### config.mk
export PLATFORM = sky130hd
export DESIGN_NAME = gate_truth_scanner
export DESIGN_NICKNAME = d
export VERILOG_FILES = /design/src/rtl/gate_truth_scanner.sv
export SDC_FILE = /design/constraint.sdc
export NUM_CORES = 1
export LEC_CHECK = 0
export ABC_AREA = 1
export CORE_MARGIN = 4
export CORE_UTILIZATION = 44
export CTS_CLUSTER_DIAMETER = 80
export DETAILED_ROUTE_END_ITERATION = 7
export GPL_TIMING_DRIVEN = 1
export HOLD_SLACK_MARGIN = 0.12
export PLACE_DENSITY = 0.76
export SLEW_MARGIN = 15
export SYNTH_ARGS = -nofsm -noshare
export SYNTH_HDL_FRONTEND = slang
export SYNTH_SLANG_ARGS = --single-unit
export TNS_END_PERCENT = 10
### constraint.sdc
create_clock -name clk -period 1.2 [get_ports clk]
set_input_delay 0.12 -clock clk [delete_from_list [all_inputs] [get_ports clk]]
set_output_delay 0.12 -clock clk [all_outputs]
set_load 0.005 [all_outputs]
### src/rtl/gate_truth_scanner.sv
// gate_truth_scanner: steps the basic-gate block through all four {A,B}
// combinations, waits SETTLE_CYCLES per combination, and captures the eight
// gate outputs into a 32-bit truth table (slot i = bits [8i+7:8i], i = {A,B}).
// Optional golden-model checker: define GATE_SCAN_CHECK_EN to compile in the
// per-gate sticky mismatch flags; otherwise mismatch/error are tied to 0.
module gate_truth_scanner #(
  parameter int unsigned SETTLE_CYCLES = 2
) (
  input  logic        clk,
  input  logic        rst,
  input  logic        start,
  output logic        a_out,
  output logic        b_out,
  input  logic [7:0]  gate_in,
  output logic        busy,
  output logic        done,
  output logic [31:0] table_out,
  output logic [7:0]  mismatch,
  output logic        error
);

  localparam int unsigned CNT_W   = 8;
  localparam int unsigned GATES   = 8;
  localparam int unsigned TAB_W   = 32;
  localparam int unsigned IDX_W   = 2;
  localparam logic [CNT_W-1:0] CNT_LAST = CNT_W'(SETTLE_CYCLES - 1);
  localparam logic [IDX_W-1:0] IDX_LAST = IDX_W'(3);

  typedef enum logic [1:0] {
    IDLE   = 2'd0,
    DRIVE  = 2'd1,
    SAMPLE = 2'd2,
    DONE   = 2'd3
  } state_t;

  state_t             state, state_n;
  logic [IDX_W-1:0]   idx, idx_n;
  logic [CNT_W-1:0]   cnt, cnt_n;
  logic               busy_n, done_n;
  logic [TAB_W-1:0]   table_n;
  logic               clr_mismatch;
  logic               do_sample;

  // Combination index drives the gate block directly from its register.
  assign a_out = idx[1];
  assign b_out = idx[0];

  // State, index, counter, table and status registers.
  always_ff @(posedge clk or posedge rst) begin
    if (rst) begin
      state     <= IDLE;
      idx       <= '0;
      cnt       <= '0;
      busy      <= 1'b0;
      done      <= 1'b0;
      table_out <= '0;
    end else begin
      state     <= state_n;
      idx       <= idx_n;
      cnt       <= cnt_n;
      busy      <= busy_n;
      done      <= done_n;
      table_out <= table_n;
    end
  end

  // Next-state logic: start accepted only from IDLE/DONE; one capture per SAMPLE.
  always_comb begin
    state_n      = state;
    idx_n        = idx;
    cnt_n        = cnt;
    busy_n       = busy;
    done_n       = done;
    table_n      = table_out;
    clr_mismatch = 1'b0;
    do_sample    = 1'b0;
    case (state)
      IDLE, DONE: begin
        if (start) begin
          state_n      = DRIVE;
          idx_n        = '0;
          cnt_n        = '0;
          busy_n       = 1'b1;
          done_n       = 1'b0;
          clr_mismatch = 1'b1;
        end
      end
      DRIVE: begin
        cnt_n = cnt + CNT_W'(1);
        if (cnt == CNT_LAST) begin
          state_n = SAMPLE;
        end
      end
      SAMPLE: begin
        do_sample = 1'b1;
        table_n[{idx, 3'b000} +: GATES] = gate_in;
        if (idx == IDX_LAST) begin
          state_n = DONE;
          busy_n  = 1'b0;
          done_n  = 1'b1;
        end else begin
          state_n = DRIVE;
          idx_n   = idx + IDX_W'(1);
          cnt_n   = '0;
        end
      end
      default: state_n = IDLE;
    endcase
  end

`ifdef GATE_SCAN_CHECK_EN
  // Ideal Boolean outputs for the current combination, in gate_in bit order.
  function automatic logic [GATES-1:0] golden(input logic a, input logic b);
    golden = {a, ~(a ^ b), a ^ b, ~(a | b), ~(a & b), ~a, a | b, a & b};
  endfunction

  logic [GATES-1:0] mismatch_q;

  // Sticky per-gate error flags, cleared when a new scan is accepted.
  always_ff @(posedge clk or posedge rst) begin
    if (rst) begin
      mismatch_q <= '0;
    end else if (clr_mismatch) begin
      mismatch_q <= '0;
    end else if (do_sample) begin
      mismatch_q <= mismatch_q | (gate_in ^ golden(idx[1], idx[0]));
    end
  end

  assign mismatch = mismatch_q;
`else
  logic unused_ok;
  assign unused_ok = clr_mismatch ^ do_sample;
  assign mismatch  = '0;
`endif

  assign error = |mismatch;

endmodule

# Yosys cells after proc, flatten, opt, wreduce, memory -nomap -nowiden
# Index checks and enable logic that the tools add are counted.
dict set report totals {
  regBits 46
  inputBits 11
  elab_cells 44
}
dict set report classes {
  reduce_logical 7
  n_shift 2
  addsub 3
  n_eq_ne 9
  mux 17
}
# operator n
set ops {}
lappend ops {{bitwise mux 32 bit} 1}
lappend ops {{variable shift 8 x 7 -> 32 bit, first input constant} 1}
lappend ops {{variable part select 8 x 7 -> 32 bit} 1}
lappend ops {{one-hot mux 8 bit (3 select lines)} 1}
lappend ops {{two-way mux 8 bit} 2}
lappend ops {{two-way mux 2 bit} 5}
lappend ops {{adder 8 x 1 -> 8 bit, second input constant} 1}
lappend ops {{== test 8 x 1 -> 1 bit, second input constant} 1}
lappend ops {{!= test 2 bit, second input constant} 4}
lappend ops {{negation 5 -> 7 bit} 1}
lappend ops {{== test 2 bit, second input constant} 3}
lappend ops {{one-hot mux 2 bit (3 select lines)} 1}
lappend ops {{AND reduction 3 bit} 2}
lappend ops {{two-way mux 1 bit} 4}
lappend ops {{one-hot mux 1 bit (2 select lines)} 2}
lappend ops {{one-hot mux 2 bit (2 select lines)} 1}
lappend ops {{AND reduction 2 bit} 2}
lappend ops {{adder 2 x 1 -> 2 bit, second input constant} 1}
lappend ops {{== test 2 x 1 -> 1 bit, second input constant} 1}
lappend ops {{logical NOT 2 bit} 1}
lappend ops {{nonzero test 2 bit} 1}
lappend ops {{OR reduction 2 bit} 1}

# Depth between registers and ports, before layout
dict set report logic_depth {
  ltp_word 4
  ltp_mapped 9
  ltp_nobuf 9
}

# Least setup slack after synthesis
# OpenSTA, ideal clock, no wires.
dict set report synth_timing {
  path_type {register to register}
  startpoint {register idx[0]}
  endpoint {register table_out[10]}
  setup_slack_ps -196
  path_buffers 0
  t_required_ps 1117
  stages_incl_launch_ff 7
  synth_period_minus_slack_ps 1396
  arrival_time_ps 1312
  path_cell_list {dfrtp_1 -> inv_1 -> ha_1 -> nand2_1 -> inv_1 -> nand3_1 -> o21ai_0}
}
dict set report synth_via {
  elab_chain_len 3
  word_cells_on_any_way 4
}
# item line_no
set synth_lines {}
lappend synth_lines {{start: declaration} 37} ;# logic [IDX_W-1:0] idx, idx_n;
lappend synth_lines {{start signal: assignment} 59} ;# idx <= idx_n;
lappend synth_lines {{negation 5 -> 7 bit (*)} 96} ;# table_n[{idx, 3'b000} +: GATES] = gate_in;
lappend synth_lines {{variable part select 8 x 7 -> 32 bit or variable shift 8 x 7 -> 32 bit (tied branches)} 96}
lappend synth_lines {{bitwise mux 32 bit (*)} 96}
lappend synth_lines {{end signal: assignment} 63} ;# table_out <= table_n;
lappend synth_lines {{end: declaration} 17} ;# output logic [31:0] table_out,
# Every way passes the cells marked *; elsewhere a longest branch is shown, timed or not.
# A chain may end at the register's enable or synchronous reset.

# Worst setup path after layout
dict set report layout_timing {
  startpoint {register idx[0]}
  endpoint {register table_out[3]}
}
# Same word-level chain as after synthesis.

==> key figures <==
CTS
  – Number of sinks handled by clock tree synthesis: between 40 and 50
  – Clock buffer depth: 2
  – TritonCTS clock tree: done
  – Number of levels the H-tree was split into: 2
  – Clock transition at path regs: ~0.09 ns
  – Master cell of the clock root buffer: sky130_fd_sc_hd__clkbuf_8
  – Number of clock buffers inserted by TritonCTS: 5
  – Insertion delay of the later-clocked pin in the worst-skew pair: 0.30 ns

Synth
  – Simple-Gate Fraction of Synth Area: 24.3%
  – Portion of synthesized cell area occupied by the leading cell type: approximately half
  – Largest area contributor in the synthesized netlist: sky130_fd_sc_hd__dfrtp_1
  – Syn Std Cell Area: approximately 2200 um^2
  – Synthesized instance count: ~260
  – Mux contribution to synthesized area: 0%
  – Leading cell types by count after synthesis: sky130_fd_sc_hd__nand2_1, sky130_fd_sc_hd__dfrtp_1, sky130_fd_sc_hd__o21ai_0, sky130_fd_sc_hd__inv_1, sky130_fd_sc_hd__nand3_1
  – Average cell area after synthesis: 8.51 um^2
  – Biggest area contributors in the synthesized netlist: sky130_fd_sc_hd__dfrtp_1, sky130_fd_sc_hd__nand2_1, sky130_fd_sc_hd__o21ai_0
  – Yosys synthesis warning count: 0
  – Prevailing post-synth register cell: sky130_fd_sc_hd__dfrtp_1
  – Number of flops mapped to enable cells by yosys: 0
  – Synthesized-area fraction occupied by ao, oa, aoi and oai cells: around a tenth
  – Dominant combinational cell family by area after synthesis: simple AND/OR/NAND/NOR gates
  – Share of the synthesized netlist area taken by xor and xnor gates: 0%
  – Flip-flop and latch count after synthesis: 46
  – Fraction of registers with async set or reset after synthesis: 100%
  – Synthesized-area fraction occupied by adder cells: around 6.2%
  – Cell with the most instances after synthesis: sky130_fd_sc_hd__nand2_1
  – Share of the yosys chip area belonging to registers: slightly above 50%
  – Count of unique library cells instantiated by Yosys: 22

Setup path
  – FF-to-FF path depth: 5
  – CP required: between 1 and 1.5 ns
  – Internal reg-to-reg setup slack: -0.15 ns
  – R2R Path End: table_out[3]
  – Critical path peak fanout: 8
  – Kind of end point of the critical path: flop
  – Worst setup path category: reg -> reg
  – Nature of the critical path startpoint: flop
  – Worst R2R Start: idx[0]
  – Critical Path AT: 1.57 ns
  – Setup crit start: idx[0]
  – Endpoint of the most critical setup path: table_out[3]

Routing
  – DRT Wirelength: around 5.7 mm
  – Initial DRT Pass Iterations: 4
  – Iter 0 DRT Violations: between 90 and 100
  – Drt wl/cell: 13.8 um
  – DRC viols: 0
  – Routed via count divided by cell count: around 5
  – Number of routed nets with antenna violations: 0
  – Total number of vias: just over 2,000

Power
  – Sequential share of power: between 30% and 40%
  – Proportion of power drawn by the clock network: 18.0%
  – Internal power consumption: 4800 uW
  – Part of the total power dissipated in combinational logic: 49.3%
  – Cell leakage power: 0.00166 uW
  – Total net switching power: about 2800 uW
  – Pwr dens: between 2000 and 2500 nW/um^2
  – Switching portion of total power: a little under two fifths
  – Peak VDD IR: about 1.6 mV

STA
  – RSZ-0062 raised after global routing: yes
  – Min Clock Period, post-route: 1.35 ns
  – Fin. Hold Viols: 0
  – Setup-violating endpoint count in the final report: 48
  – Setup skew after layout: 0.00568 ns
  – Final count of pins violating max slew: 0
  – Setup TNS Final: -5.25 ns
  – Maximum clock frequency: ~740 MHz
  – Final Cycle Share: 113%
  – Worst-case setup margin in the final layout: -0.152 ns

Final layout
  – Final core occ: between 60 and 70%
  – Sequential cell area in the final layout: approximately 1200 um^2
  – # fillers: around 380
  – Layout Nets: 368
  – Share of final-layout standard cells stronger than drive strength 1: between 20% and 30%
  – Area of the multi-input gates: 1110 um^2
  – Layout overhead on the synthesized area: 48.8%
  – Cell area after layout: approximately 3300 um^2
  – Number of diodes: 0

Floorplan
  – Area inside the core boundary: 4820 um^2
  – # IOs: 56
  – Floorplan die width: between 70 and 80 um
  – Die Outline Area: ~6300 um^2
  – Initial cell density of the core: roughly 46%
  – Site row count: 25
  – Die Y: 79.2 um

Placed design
  – Post-placement setup slack: -0.171 ns
  – Area after DPL: between 2000 and 3000 um^2
  – Port Buffers: 46
  – Weighted congestion at the end of routability-driven global placement: around 0.93
  – Final HPWL DP: around 4.2 mm

Global route
  – Overflow left after global routing: 0
  – Largest net degree at the start of global routing: 24
  – First-pass GRT wire length: around 9.3 mm
  – Total Routing Usage GR: roughly a fifth
  – Via count of the first global-routing pass: slightly above 2,000
  – Antenna violations before repair: 0

Worst hold path
  – Worst min path class: in -> reg

Run status
  – Status: finished, violations left
  – Failing checks: negative setup slack

Run
  – Total of max-cap violations: 0
## worst max-delay path: stages, from the launching register on
cell and delay (ns):
sky130_fd_sc_hd__dfrtp_2 0.42, sky130_fd_sc_hd__buf_6 0.14, sky130_fd_sc_hd__inv_6 0.06, sky130_fd_sc_hd__ha_1 0.26, sky130_fd_sc_hd__nand3_2 0.20, sky130_fd_sc_hd__o21ai_1 0.20
## worst min-delay path by stage
| stage | from | to | slack, ns | cells after the start |
|---|---|---|---|---|
| 2_1_floorplan | rst | busy | 0.14 | 1 |
| 3_3_place_gp | rst | state[1] | 0.43 | 2 |
| 3_5_place_dp | rst | state[1] | 0.43 | 2 |
| 4_1_cts | gate_in[1] | table_out[1] | 0.46 | 3 |
| 5_1_grt | gate_in[1] | table_out[1] | 0.48 | 3 |
| 6_report | gate_in[1] | table_out[1] | 0.46 | 3 |
## layout make-up
type / instances / area share, %
inverters: 26 / 3.28
clock inverters: 3 / 2.08
repair buffers: 80 / 21.8
well taps: 67 / 2.53
clock buffers: 5 / 2.08
multi-input cells: 187 / 33.5
flip-flops and latches: 46 / 34.8
## power groups by stage
stage	Sequential (uW)	Clock, uW	Combinational [uW]
2_1_floorplan	2560	0	1580
3_3_place_gp	2510	0	3310
3_5_place_dp	2540	0	3440
4_1_cts	2470	1380	3530
5_1_grt	2560	1460	4160
6_report	2480	1370	3740
## repair_timing
item	CTS	global route
cloned	0	0
resized for setup	82	23
setup buffers	6	3
setup endpoints to repair	82	48
endpoints found under the hold margin	7	0
pin swaps	5	10
hold buffers	1	0
## cells in the final DEF, fill, tap and decap left out, types with 2 or more instances in the layout
master | synthesis | final
sky130_fd_sc_hd__o21ai_2 | 0 | 10
sky130_fd_sc_hd__o21ai_1 | 6 | 17
sky130_fd_sc_hd__nand4_1 | 3 | 3
sky130_fd_sc_hd__dfrtp_1 | 46 | 45
sky130_fd_sc_hd__nand2_1 | 82 | 74
sky130_fd_sc_hd__buf_6 | 1 | 8
sky130_fd_sc_hd__dlygate4sd2_1 | 0 | 34
sky130_fd_sc_hd__inv_1 | 25 | 14
sky130_fd_sc_hd__nand3_2 | 0 | 3
sky130_fd_sc_hd__a21oi_1 | 6 | 5
sky130_fd_sc_hd__nor2_2 | 2 | 2
sky130_fd_sc_hd__buf_12 | 0 | 2
sky130_fd_sc_hd__inv_2 | 1 | 9
sky130_fd_sc_hd__ha_1 | 11 | 4
sky130_fd_sc_hd__o21ai_0 | 28 | 6
sky130_fd_sc_hd__ha_4 | 0 | 4
sky130_fd_sc_hd__clkdlybuf4s50_1 | 0 | 10
sky130_fd_sc_hd__ha_2 | 0 | 3
sky130_fd_sc_hd__nand2_4 | 3 | 4
sky130_fd_sc_hd__nand3_1 | 20 | 16
sky130_fd_sc_hd__conb_1 | 1 | 9
sky130_fd_sc_hd__nor2_4 | 1 | 2
sky130_fd_sc_hd__nor2_1 | 12 | 11
sky130_fd_sc_hd__bufinv_16 | 0 | 2
sky130_fd_sc_hd__buf_4 | 9 | 24
sky130_fd_sc_hd__clkbuf_8 | 0 | 5
sky130_fd_sc_hd__nand2_2 | 1 | 7
## flip-flops by register name, summed over array words and instances, names as in the netlist
| register | flops |
|---|---|
| table_out | 32 |
| cnt | 8 |
| idx | 2 |
| state | 2 |
| busy | 1 |
| done | 1 |
## through the flow
stage	hold slack [ns]	cells	power (uW)
floorplan	0.137	270	4140
global placement	0.431	396	5820
detailed placement	0.432	396	5980
CTS	0.463	411	7390
global route	0.479	414	8190
finish	0.464	414	7590
## kinds of logic (layout without fill, tap and decap cells)
logic type	after synthesis	in the layout
other	1	9
and+or+nand+nor	125	125
DFF	46	46
buffers and inverters	37	114
adders and majority gates	11	11
AOI/OAI and AO/OA	42	42
## metal layers
layer	wire length (um)	vias up	part of all wire (%)	track usage, %
met5	0	-	0	0
met4	173	0	3.0	7.73
met3	304	19	5.3	4.08
met2	3030	66	53	34.4
met1	2200	999	39	21.8
li1	-	993	-	-
(Power assumes the default switching activity.)
